$ cat config.mk
export PLATFORM = sky130hd
export DESIGN_NAME = skeleton_driver_flat
export DESIGN_NICKNAME = d
export VERILOG_FILES = /design/src/rtl/skeleton_driver_pkg.sv /design/src/rtl/skeleton_driver_if.sv /design/src/rtl/skeleton_tx_serializer.sv /design/src/rtl/skeleton_driver.sv /design/src/flat_wrapper.sv
export SDC_FILE = /design/constraint.sdc
export NUM_CORES = 1
export LEC_CHECK = 0
export BUFFER_PORTS_ARGS = -buffer_cell sky130_fd_sc_hd__buf_2
export CAP_MARGIN = 30
export CORE_AREA = 5 5 123 125
export CTS_BUF_LIST = sky130_fd_sc_hd__clkbuf_16
export DETAILED_ROUTE_END_ITERATION = 8
export DIE_AREA = 0 0 128 130
export PLACE_DENSITY_LB_ADDON = 0.15
export RECOVER_POWER = 50
export SETUP_SLACK_MARGIN = 0.2
export SLEW_MARGIN = 20
export SYNTH_ARGS = -nofsm -noshare
export SYNTH_HDL_FRONTEND = slang
export SYNTH_SLANG_ARGS = --single-unit
$ cat constraint.sdc
create_clock -name clk_sys -period 2.1 [get_ports clk_sys]
set_input_delay 0.21 -clock clk_sys [delete_from_list [all_inputs] [get_ports clk_sys]]
set_output_delay 0.21 -clock clk_sys [all_outputs]
set_load 0.005 [all_outputs]
$ cat src/rtl/skeleton_driver_pkg.sv
// Shared constants, state encoding and width helper for the skeleton driver.
package skeleton_driver_pkg;

    // Command bytes received from the host.
    localparam logic [7:0] CMD_RUN  = 8'h01;
    localparam logic [7:0] CMD_HEAD = 8'h02;

    // Single-byte error responses.
    localparam logic [7:0] RSP_TIMEOUT = 8'hEE;
    localparam logic [7:0] RSP_NAK     = 8'hEF;

    typedef enum logic [2:0] {
        IDLE,
        RX_PAY,
        TRIG,
        WAIT,
        TX
    } state_t;

    // Number of bytes needed to carry a w-bit field.
    function automatic int byte_count(input int w);
        return (w + 7) / 8;
    endfunction

endpackage

$ cat src/rtl/skeleton_driver_if.sv
// Byte-stream and skeleton bus bundle; master is the driver, slave the host/skeleton side.
interface skeleton_driver_if #(
    parameter int BITWIDTH_SYS  = 16,
    parameter int BITWIDTH_HEAD = 26
);
    logic [7:0]               rx_data;
    logic                     rx_valid;
    logic                     rx_ready;
    logic [7:0]               tx_data;
    logic                     tx_valid;
    logic                     tx_ready;
    logic [BITWIDTH_SYS-1:0]  skl_data_in;
    logic                     skl_trgg_start_calc;
    logic [BITWIDTH_SYS-1:0]  skl_data_out;
    logic [BITWIDTH_HEAD-1:0] skl_data_head;
    logic                     skl_data_valid;

    modport master (
        input  rx_data, rx_valid,
        output rx_ready,
        output tx_data, tx_valid,
        input  tx_ready,
        output skl_data_in, skl_trgg_start_calc,
        input  skl_data_out, skl_data_head, skl_data_valid
    );

    modport slave (
        output rx_data, rx_valid,
        input  rx_ready,
        input  tx_data, tx_valid,
        output tx_ready,
        input  skl_data_in, skl_trgg_start_calc,
        output skl_data_out, skl_data_head, skl_data_valid
    );
endinterface

$ cat src/rtl/skeleton_tx_serializer.sv
// Parallel-load byte serializer: emits a left-justified frame MSB byte first over valid/ready.
module skeleton_tx_serializer #(
    parameter int MAX_BYTES = 5,
    parameter int LEN_W     = 3
) (
    input  logic                   clk_sys,
    input  logic                   rst,
    input  logic                   load,
    input  logic [MAX_BYTES*8-1:0] frame,
    input  logic [LEN_W-1:0]       len,
    output logic [7:0]             tx_data,
    output logic                   tx_valid,
    input  logic                   tx_ready,
    output logic                   done
);
    logic [MAX_BYTES*8-1:0] shreg;
    logic [LEN_W-1:0]       remaining;
    logic                   fire;

    assign fire    = tx_valid & tx_ready;
    assign tx_data = shreg[MAX_BYTES*8-1 -: 8];
    // Flags the handshake of the final byte so the FSM can leave TX on the same edge.
    assign done    = fire && (remaining == LEN_W'(1));

    // Load a new frame, or shift out one byte per accepted transfer.
    always_ff @(posedge clk_sys) begin
        // NOTE: state registers use non-blocking assignments so every flop samples pre-edge values.
        if (rst) begin
            shreg     <= '0;
            remaining <= '0;
            tx_valid  <= 1'b0;
        end else if (load) begin
            shreg     <= frame;
            remaining <= len;
            tx_valid  <= 1'b1;
        end else if (fire) begin
            shreg     <= shreg << 8;
            remaining <= remaining - LEN_W'(1);
            if (remaining == LEN_W'(1)) begin
                tx_valid <= 1'b0;
            end
        end
    end
endmodule

$ cat src/rtl/skeleton_driver.sv
// Host-side skeleton driver: byte commands in, one start pulse per RUN, byte responses out.
module skeleton_driver
    import skeleton_driver_pkg::*;
#(
    parameter int BITWIDTH_SYS   = 16,
    parameter int BITWIDTH_HEAD  = 26,
    parameter int TIMEOUT_CYCLES = 1024
) (
    input  logic                clk_sys,
    input  logic                rst,
    input  logic                en,
    skeleton_driver_if.master   bus,
    output logic                busy,
    output logic                err_timeout
);
    localparam int NB        = byte_count(BITWIDTH_SYS);
    localparam int NH        = byte_count(BITWIDTH_HEAD);
    localparam int MAX_BYTES = 1 + ((NB > NH) ? NB : NH);
    localparam int FRAME_W   = MAX_BYTES * 8;
    localparam int LEN_W     = $clog2(MAX_BYTES + 1);
    localparam int PAY_W     = NB * 8;
    localparam int HEAD_W    = NH * 8;
    localparam int TMO_W     = $clog2(TIMEOUT_CYCLES);

    state_t                  state;
    logic [2:0]              pay_cnt;
    logic [PAY_W-1:0]        pay_shreg;
    logic [PAY_W+7:0]        pay_cat;
    logic [PAY_W-1:0]        pay_next;
    logic [TMO_W-1:0]        tmo_cnt;
    logic [BITWIDTH_SYS-1:0] skl_word;
    logic                    trig;
    logic                    sync_rst;
    logic                    rx_fire;
    logic [PAY_W-1:0]        out_ext;
    logic [HEAD_W-1:0]       head_ext;
    logic                    ser_load;
    logic [FRAME_W-1:0]      ser_frame;
    logic [LEN_W-1:0]        ser_len;
    logic                    ser_done;

    // Dropping EN behaves exactly like reset.
    assign sync_rst = rst | ~en;

    // Ready is decoded from state and gated by reset so it is 0 throughout reset and
    // already 1 in the first IDLE cycle after release.
    assign bus.rx_ready = ~sync_rst & ((state == IDLE) || (state == RX_PAY));
    assign rx_fire      = bus.rx_valid & bus.rx_ready;

    assign pay_cat  = {pay_shreg, bus.rx_data};
    assign pay_next = pay_cat[PAY_W-1:0];
    assign out_ext  = PAY_W'(bus.skl_data_out);
    assign head_ext = HEAD_W'(bus.skl_data_head);

    assign bus.skl_data_in         = skl_word;
    assign bus.skl_trgg_start_calc = trig;

    // Build the response frame on the edge that decides it, so TX_VALID rises one cycle later.
    always_comb begin
        // NOTE: every output gets a default first so no path leaves a latch behind.
        ser_load  = 1'b0;
        ser_frame = '0;
        ser_len   = LEN_W'(1);
        case (state)
            IDLE: begin
                if (rx_fire && (bus.rx_data != CMD_RUN)) begin
                    ser_load = 1'b1;
                    if (bus.rx_data == CMD_HEAD) begin
                        ser_frame[FRAME_W-1 -: 8]      = CMD_HEAD;
                        ser_frame[FRAME_W-9 -: HEAD_W] = head_ext;
                        ser_len                        = LEN_W'(1 + NH);
                    end else begin
                        ser_frame[FRAME_W-1 -: 8] = RSP_NAK;
                    end
                end
            end
            WAIT: begin
                if (bus.skl_data_valid) begin
                    ser_load                      = 1'b1;
                    ser_frame[FRAME_W-1 -: 8]     = CMD_RUN;
                    ser_frame[FRAME_W-9 -: PAY_W] = out_ext;
                    ser_len                       = LEN_W'(1 + NB);
                end else if (tmo_cnt == TMO_W'(TIMEOUT_CYCLES - 1)) begin
                    ser_load                  = 1'b1;
                    ser_frame[FRAME_W-1 -: 8] = RSP_TIMEOUT;
                end
            end
            default: ;
        endcase
    end

    // Command FSM with registered trigger, busy, error flag and skeleton data word.
    always_ff @(posedge clk_sys) begin
        if (sync_rst) begin
            state       <= IDLE;
            pay_cnt     <= '0;
            pay_shreg   <= '0;
            tmo_cnt     <= '0;
            skl_word    <= '0;
            trig        <= 1'b0;
            busy        <= 1'b0;
            err_timeout <= 1'b0;
        end else begin
            trig <= 1'b0;
            case (state)
                IDLE: begin
                    if (rx_fire) begin
                        busy <= 1'b1;
                        if (bus.rx_data == CMD_RUN) begin
                            state       <= RX_PAY;
                            pay_cnt     <= '0;
                            err_timeout <= 1'b0;
                        end else begin
                            state <= TX;
                        end
                    end
                end
                RX_PAY: begin
                    if (rx_fire) begin
                        pay_shreg <= pay_next;
                        pay_cnt   <= pay_cnt + 3'd1;
                        if (pay_cnt == 3'(NB - 1)) begin
                            skl_word <= pay_next[BITWIDTH_SYS-1:0];
                            trig     <= 1'b1;
                            state    <= TRIG;
                        end
                    end
                end
                TRIG: begin
                    tmo_cnt <= '0;
                    state   <= WAIT;
                end
                WAIT: begin
                    // The skeleton's valid is sticky from earlier runs; only WAIT looks at it.
                    if (ser_load) begin
                        state <= TX;
                        if (!bus.skl_data_valid) begin
                            err_timeout <= 1'b1;
                        end
                    end else begin
                        tmo_cnt <= tmo_cnt + TMO_W'(1);
                    end
                end
                TX: begin
                    if (ser_done) begin
                        state <= IDLE;
                        busy  <= 1'b0;
                    end
                end
                default: state <= IDLE;
            endcase
        end
    end

    skeleton_tx_serializer #(
        .MAX_BYTES (MAX_BYTES),
        .LEN_W     (LEN_W)
    ) u_tx_serializer (
        .clk_sys  (clk_sys),
        .rst      (sync_rst),
        .load     (ser_load),
        .frame    (ser_frame),
        .len      (ser_len),
        .tx_data  (bus.tx_data),
        .tx_valid (bus.tx_valid),
        .tx_ready (bus.tx_ready),
        .done     (ser_done)
    );
endmodule

$ cat src/flat_wrapper.sv
// flat-port wrapper written by rule: the top's interface ports become plain ports
module skeleton_driver_flat import skeleton_driver_pkg::*;
#(
    parameter int BITWIDTH_SYS   = 16,
    parameter int BITWIDTH_HEAD  = 26,
    parameter int TIMEOUT_CYCLES = 1024
)
  (clk_sys, rst, en, busy, err_timeout, bus_rx_data, bus_rx_valid, bus_rx_ready, bus_tx_data, bus_tx_valid, bus_tx_ready, bus_skl_data_in, bus_skl_trgg_start_calc, bus_skl_data_out, bus_skl_data_head, bus_skl_data_valid);
  skeleton_driver_if #(.BITWIDTH_SYS(BITWIDTH_SYS), .BITWIDTH_HEAD(BITWIDTH_HEAD)) bus_i ();
  input  logic clk_sys;
  input  logic rst;
  input  logic en;
  output logic busy;
  output logic err_timeout;
  input wire logic [$bits(bus_i.rx_data)-1:0] bus_rx_data;
  input wire logic [$bits(bus_i.rx_valid)-1:0] bus_rx_valid;
  output wire logic [$bits(bus_i.rx_ready)-1:0] bus_rx_ready;
  output wire logic [$bits(bus_i.tx_data)-1:0] bus_tx_data;
  output wire logic [$bits(bus_i.tx_valid)-1:0] bus_tx_valid;
  input wire logic [$bits(bus_i.tx_ready)-1:0] bus_tx_ready;
  output wire logic [$bits(bus_i.skl_data_in)-1:0] bus_skl_data_in;
  output wire logic [$bits(bus_i.skl_trgg_start_calc)-1:0] bus_skl_trgg_start_calc;
  input wire logic [$bits(bus_i.skl_data_out)-1:0] bus_skl_data_out;
  input wire logic [$bits(bus_i.skl_data_head)-1:0] bus_skl_data_head;
  input wire logic [$bits(bus_i.skl_data_valid)-1:0] bus_skl_data_valid;
  assign bus_i.rx_data = bus_rx_data;
  assign bus_i.rx_valid = bus_rx_valid;
  assign bus_rx_ready = bus_i.rx_ready;
  assign bus_tx_data = bus_i.tx_data;
  assign bus_tx_valid = bus_i.tx_valid;
  assign bus_i.tx_ready = bus_tx_ready;
  assign bus_skl_data_in = bus_i.skl_data_in;
  assign bus_skl_trgg_start_calc = bus_i.skl_trgg_start_calc;
  assign bus_i.skl_data_out = bus_skl_data_out;
  assign bus_i.skl_data_head = bus_skl_data_head;
  assign bus_i.skl_data_valid = bus_skl_data_valid;
  skeleton_driver #(.BITWIDTH_SYS(BITWIDTH_SYS), .BITWIDTH_HEAD(BITWIDTH_HEAD), .TIMEOUT_CYCLES(TIMEOUT_CYCLES)) u_core (.clk_sys(clk_sys), .rst(rst), .en(en), .bus(bus_i), .busy(busy), .err_timeout(err_timeout));
endmodule
# Word-level counts from Yosys, hierarchy flattened
# Cells that the tools add are included.
[word_totals]
out_inout_bits = 29
inputBits = 56
word_cells = 104
regBits = 87
[op_classes]
addsub = 3
n_bitwise = 8
muxes = 45
eq_ne = 18
n_reduce_logical = 19
[ops]
columns = ["op", "n"]
rows = [
  ["$mux 40", 3],
  ["$pmux 24 s2", 1],
  ["$mux 3", 13],
  ["$mux 16", 2],
  ["$mux 26", 1],
  ["$mux 8", 3],
  ["$pmux 10 s2", 1],
  ["$pmux 3 s5", 1],
  ["$mux 1", 13],
  ["$pmux 3 s2", 2],
  ["$reduce_bool 2->1", 6],
  ["$add 10x1->10 const B", 1],
  ["$eq 10x10->1 const B", 1],
  ["$mux 10", 1],
  ["$reduce_and 5->1", 2],
  ["$eq 3x1->1 const B", 3],
  ["$eq 8x1->1 const B", 1],
  ["$eq 8x2->1 const B", 1],
  ["$ne 2x1->1 const B", 4],
  ["$ne 2x2->1 const B", 4],
  ["$ne 8x1->1 const B", 1],
  ["$eq 3x2->1 const B", 2],
  ["$pmux 1 s2", 3],
  ["$reduce_and 2->1", 3],
  ["other kinds (13)", 20],
]

# Logic depth before layout (Yosys ltp)
[depth]
ltp_word = 10
depth_mapped = 8
ltp_nobuf = 7

# Cells and area by module
# From an unflattened synthesis, not the netlist that was laid out.
[unflattened]
hier_cells = 535
hier_area_um2 = 4501.8
[modules_own_cells]
columns = ["mod", "seq_area_each_um2", "instances", "area_each_um2", "cells_each"]
rows = [
  ["skeleton_driver", 860.8, 1, 2318.5, 283],
  ["skeleton_tx_serializer", 880.8, 1, 2183.3, 252],
]

# Worst setup path before layout
# Ideal clock, no wire load.
[synth_path]
kind = "reg-to-reg"
start = "reg u_core.state[0]"
end = "reg u_core.u_tx_serializer.shreg[25]"
arrival_time_ns = 1.681
setup_time_ns = 0.070
path_stages_with_launch = 8
setup_slack_ns = 0.349
period_less_slack_ns = 1.751
t_required_ns = 2.030
path_buffers = 2
cell_sequence = "dfxtp_1 -> buf_4 -> nor3_4 -> nand3_2 -> nor4_4 -> buf_6 -> a22oi_1 -> a21oi_1"
[synth_via]
elab_chain_len = 8
elab_cells_between_ends = 13
classes_between = "eq/ne (2); mux (5); bitwise (2); reduce/logical (4)"
[synth_rtl]
columns = ["element", "line", "rtl"]
rows = [
  ["from (decl)", "skeleton_driver.sv:25", "state_t state;"],
  ["from (signal assigned)", "skeleton_driver.sv:95", "state <= IDLE;"],
  ["from (signal assigned)", "skeleton_driver.sv:110", "state <= RX_PAY;"],
  ["from (signal assigned)", "skeleton_driver.sv:114", "state <= TX;"],
  ["$eq 3x1->1 / $logic_not 3->1 (equally long branches)", "skeleton_driver.sv:47, skeleton_driver.sv:64", ""],
  ["$logic_or 1x1->1", "skeleton_driver.sv:47", "assign bus.rx_ready = ~sync_rst & ((state == IDLE) || (state == RX_PAY));"],
  ["$and 1x1->1", "skeleton_driver.sv:47", ""],
  ["$and 1x1->1", "skeleton_driver.sv:48", "assign rx_fire = bus.rx_valid & bus.rx_ready;"],
  ["$logic_and 1x1->1", "skeleton_driver.sv:66", "if (rx_fire && (bus.rx_data != CMD_RUN)) begin"],
  ["$mux 40 / $mux 1 (equally long branches)", "skeleton_driver.sv:66", ""],
  ["$pmux 24 s2 / $pmux 1 s2 (equally long branches)", "skeleton_driver.sv:64", "case (state)"],
  ["$mux 40 / $reduce_bool 2->1 (equally long branches)", "-", ""],
  ["to (signal assigned)", "skeleton_tx_serializer.sv:33", "shreg <= frame;"],
  ["to (signal assigned)", "skeleton_tx_serializer.sv:37", "shreg <= shreg << 8;"],
  ["to (decl)", "skeleton_tx_serializer.sv:16", "logic [MAX_BYTES*8-1:0] shreg;"],
]
# Several ways; a longest one is shown, not always the timed one.
# A chain may end at the register's enable or synchronous reset.

# Final worst setup path
[layout_path]
start = "reg u_core.state[2]"
end = "reg u_core.u_tx_serializer.remaining[2]"
[layout_via]
elab_chain_len = 8
elab_cells_between_ends = 13
classes_between = "eq/ne (2); mux (5); bitwise (2); reduce/logical (4)"
[layout_rtl]
columns = ["element", "line", "rtl"]
rows = [
  ["$eq 3x1->1 / $logic_not 3->1 (equally long branches)", "skeleton_driver.sv:47, skeleton_driver.sv:64", ""],
  ["$logic_or 1x1->1", "skeleton_driver.sv:47", ""],
  ["$and 1x1->1", "skeleton_driver.sv:47", ""],
  ["$and 1x1->1", "skeleton_driver.sv:48", ""],
  ["$logic_and 1x1->1", "skeleton_driver.sv:66", ""],
  ["$mux 3 / $mux 1 (equally long branches)", "skeleton_driver.sv:66", ""],
  ["$pmux 3 s2 / $pmux 1 s2 (equally long branches)", "skeleton_driver.sv:64", ""],
  ["$mux 3 / $reduce_bool 2->1 (equally long branches)", "-", ""],
  ["to (signal assigned)", "skeleton_tx_serializer.sv:34", "remaining <= len;"],
  ["to (signal assigned)", "skeleton_tx_serializer.sv:38", "remaining <= remaining - LEN_W'(1);"],
  ["to (decl)", "skeleton_tx_serializer.sv:17", "logic [LEN_W-1:0] remaining;"],
]
# Several ways; a longest one is shown, not always the timed one.

==> impl_metrics.json <==
{
  "slew_violations": 0,
  "htreeDepth": 3,
  "dp_hpwl_mm": 7.66,
  "synth_ff_type": "dfxtp_1",
  "final_cell_area_sq_mm": 0.00482,
  "cp_slowest_cell": "dfxtp_4",
  "rsz0062_at_grt": "true",
  "clk-insertion-delay-late_ns": 0.34,
  "async_reset_ff_share_pct": 0,
  "synth_seq_area_share_pct": 44.4,
  "die-area_sq_mm": 0.0166,
  "synth_xor_area_share_pct": 0.447,
  "yosys_warnings": 0,
  "status": "complete, no violations",
  "drtAntennaViolNets": 0,
  "worst_slew_pin_slew_ns": 0.493,
  "endpoint_kind": "flop",
  "numCtsBuffers": 9,
  "fin_ws_ns": 0.249,
  "finish.net_count": 612,
  "setup_viol": 0,
  "tritoncts": "done",
  "clkTransAtPathRegs_ns": 0.06,
  "ctsRootBufferMaster": "clkbuf_16",
  "whs_ns": 0.0812,
  "p_per_area_mw_per_mm2": 690,
  "overflow": 0,
  "grt_util_all_layers_pct": 13.4,
  "cp.arrival_ns": 2.09,
  "cp-start-kind": "flop",
  "die_x_um": 128,
  "ir_drop_uv": 277,
  "synth_top_cells_by_area": "dfxtp_1 44%, a21oi_1 7.9%, nand2_1 7.6%",
  "initial_utilization_pct": 28.5,
  "postSynthAreaPerCell_sq_um": 8.39,
  "gp_congestion": 0.769,
  "ios": 85,
  "synth_compound_area_share_pct": 26.4,
  "first_iter_violations": 148,
  "hold_violations": 0,
  "route.vias.total": 3562,
  "cp.required_ns": 2.34,
  "grt_pass1_wl_mm": 18.0,
  "fp.dieH_um": 130,
  "n_antenna_cell": 0,
  "vias_per_cell": 4.85,
  "cp_top_family": "compound AO/OA/AOI/OAI gates",
  "cpMostUsedCell": "a211oi_1",
  "synthMuxAreaShare_pct": 0,
  "fp-row-count": 43,
  "min_period_ns": 1.85,
  "ys_types": 56,
  "worstPathMaxFanout": 6,
  "drc": 0,
  "drive_gt1_share_pct": 22.0,
  "syn_nets": 528,
  "synthTopCellsByCount": "87 x dfxtp_1, 79 x nand2_1, 62 x a21oi_1",
  "yosys.area.top_type": "dfxtp_1",
  "drv_cap": 0,
  "path_cells": "and3b_1, and2_0, a211oi_1, clkbuf_1, a21oi_1, a211oi_1",
  "synth_edf_count": 0,
  "skew_ns": 0.00735,
  "drt-total-wl_mm": 10.7,
  "syn_inst": 467,
  "cpPeakStageDelay_ns": 0.38,
  "synth_top_family_by_area": "compound AO/OA/AOI/OAI gates",
  "hold_class": "primary input to flop",
  "max_freq_mhz": 540,
  "pre_cts_ws_ns": -0.0319,
  "place_area_sq_mm": 0.00456,
  "clock_sinks": 87,
  "synth_fa_ha_area_share_pct": 1.60,
  "ys_seq_elements": 87,
  "antenna_found_initial": 0,
  "cts_max_path_buffers": 2,
  "crit_buf_inv": 1,
  "synth_top_cell_area_share_pct": 44.4,
  "yosysMostFrequentCell": "dfxtp_1",
  "syn_to_final_growth_pct": 23.0,
  "grt_max_degree": 38,
  "finalSetupTns_ns": 0,
  "port-buffer-count": 84,
  "leakage_nw": 1.82,
  "synthSimpleGateAreaFrac_pct": 20.6,
  "fin_crit_sh_pct": 88.2,
  "first_pass_iters": 4,
  "routedWlPerCell_um": 14.6,
  "synth_area_sq_mm": 0.00392,
  "grt_pass1_vias": 3562,
  "core_sq_mm": 0.0138,
  "crit_type": "flop to flop",
  "maxSlewHeadroom_pct": 67.1
}
## report_power, final
part           leakage [nW]  switching, W  internal (W)
clock network         0.124      0.000627      0.000779
registers             0.705     0.0000152       0.00167
logic                 0.988      0.000136      0.000101
## path summary, 6_finish.rpt
path | from | endpoint | slack (ns) | cells past startpoint
worst max-delay path | u_core.state[2] | u_core.u_tx_serializer.remaining[2] | 0.25 | 6
worst min-delay path | bus_skl_data_head[5] | u_core.u_tx_serializer.shreg[5] | 0.08 | 2
worst max register to register | u_core.state[2] | u_core.u_tx_serializer.remaining[2] | 0.25 | 6
worst min register to register | u_core.pay_shreg[4] | u_core.pay_shreg[4] | 0.46 | 2
## per-stage QoR
stage,utilization [%],cells,total power [W]
floorplan,-,467,0.00185
global placement,33.1,717,0.00196
global route,35.0,734,0.00347
CTS,35.1,731,0.00338
finish,35.0,734,0.00333
detailed placement,33.1,717,0.00196
## area by class of cell
class                   instances  area (sq um)
clock buffers                   9           225
repair buffers                112           616
multi-input cells             332          1940
fillers                      1538          8950
flip-flops and latches         87          1750
clock inverters                 5          28.8
inverters                       9          33.8
well taps                     180           225
## cells in the final DEF, fill, tap and decap left out, types with 3 or more instances in the layout
cell       instances
buf_2             63
a22o_1             8
nand3_1           18
nor2_1            18
a22oi_1           12
dfxtp_4            3
o21a_1             3
nand2_1           79
nand2b_1           3
inv_1              9
ha_1               5
nor3_1             4
or4_1              3
dfxtp_1           83
a211oi_1           5
nor4_4             3
or3_1              3
clkbuf_1          26
o21ai_0           32
o21bai_1           5
a21oi_1           62
o21ai_1           27
and3_1             3
buf_4             18
clkbuf_16          9
## cells by family after synthesis
family / after synthesis
AO/OA/AOI/OAI: 169
XOR/XNOR: 2
adder cells (fa/ha/maj): 5
buffers and inverters: 48
flip-flops: 87
AND/OR/NAND/NOR: 156
## repair_timing
item,4_1_cts,5_1_grt
endpoints found under the setup margin,43,43
buffers inserted,0,2
pin swaps,1,6
resized for setup,4,10
hold buffers,0,0
cloned,0,1
## state kept, by name, indices dropped and copies added, names as in the netlist
signal / count
u_core.u_tx_serializer.remaining: 3
u_core.u_tx_serializer.tx_valid: 1
u_core.busy: 1
u_core.bus.skl_trgg_start_calc: 1
u_core.u_tx_serializer.shreg: 40
u_core.tmo_cnt: 10
u_core.pay_shreg: 8
u_core.pay_cnt: 3
u_core.state: 3
u_core.err_timeout: 1
u_core.bus.skl_data_in: 16
## layer usage
metal | up-vias | global-route usage, % | wire length (um)
li1 | 1828 | - | -
met1 | 1634 | 18.8 | 5380
met2 | 86 | 20.8 | 4700
met3 | 14 | 2.58 | 429
met4 | 0 | 4.74 | 178
met5 | - | 0 | 0
Power figures use the tool's default switching activity.
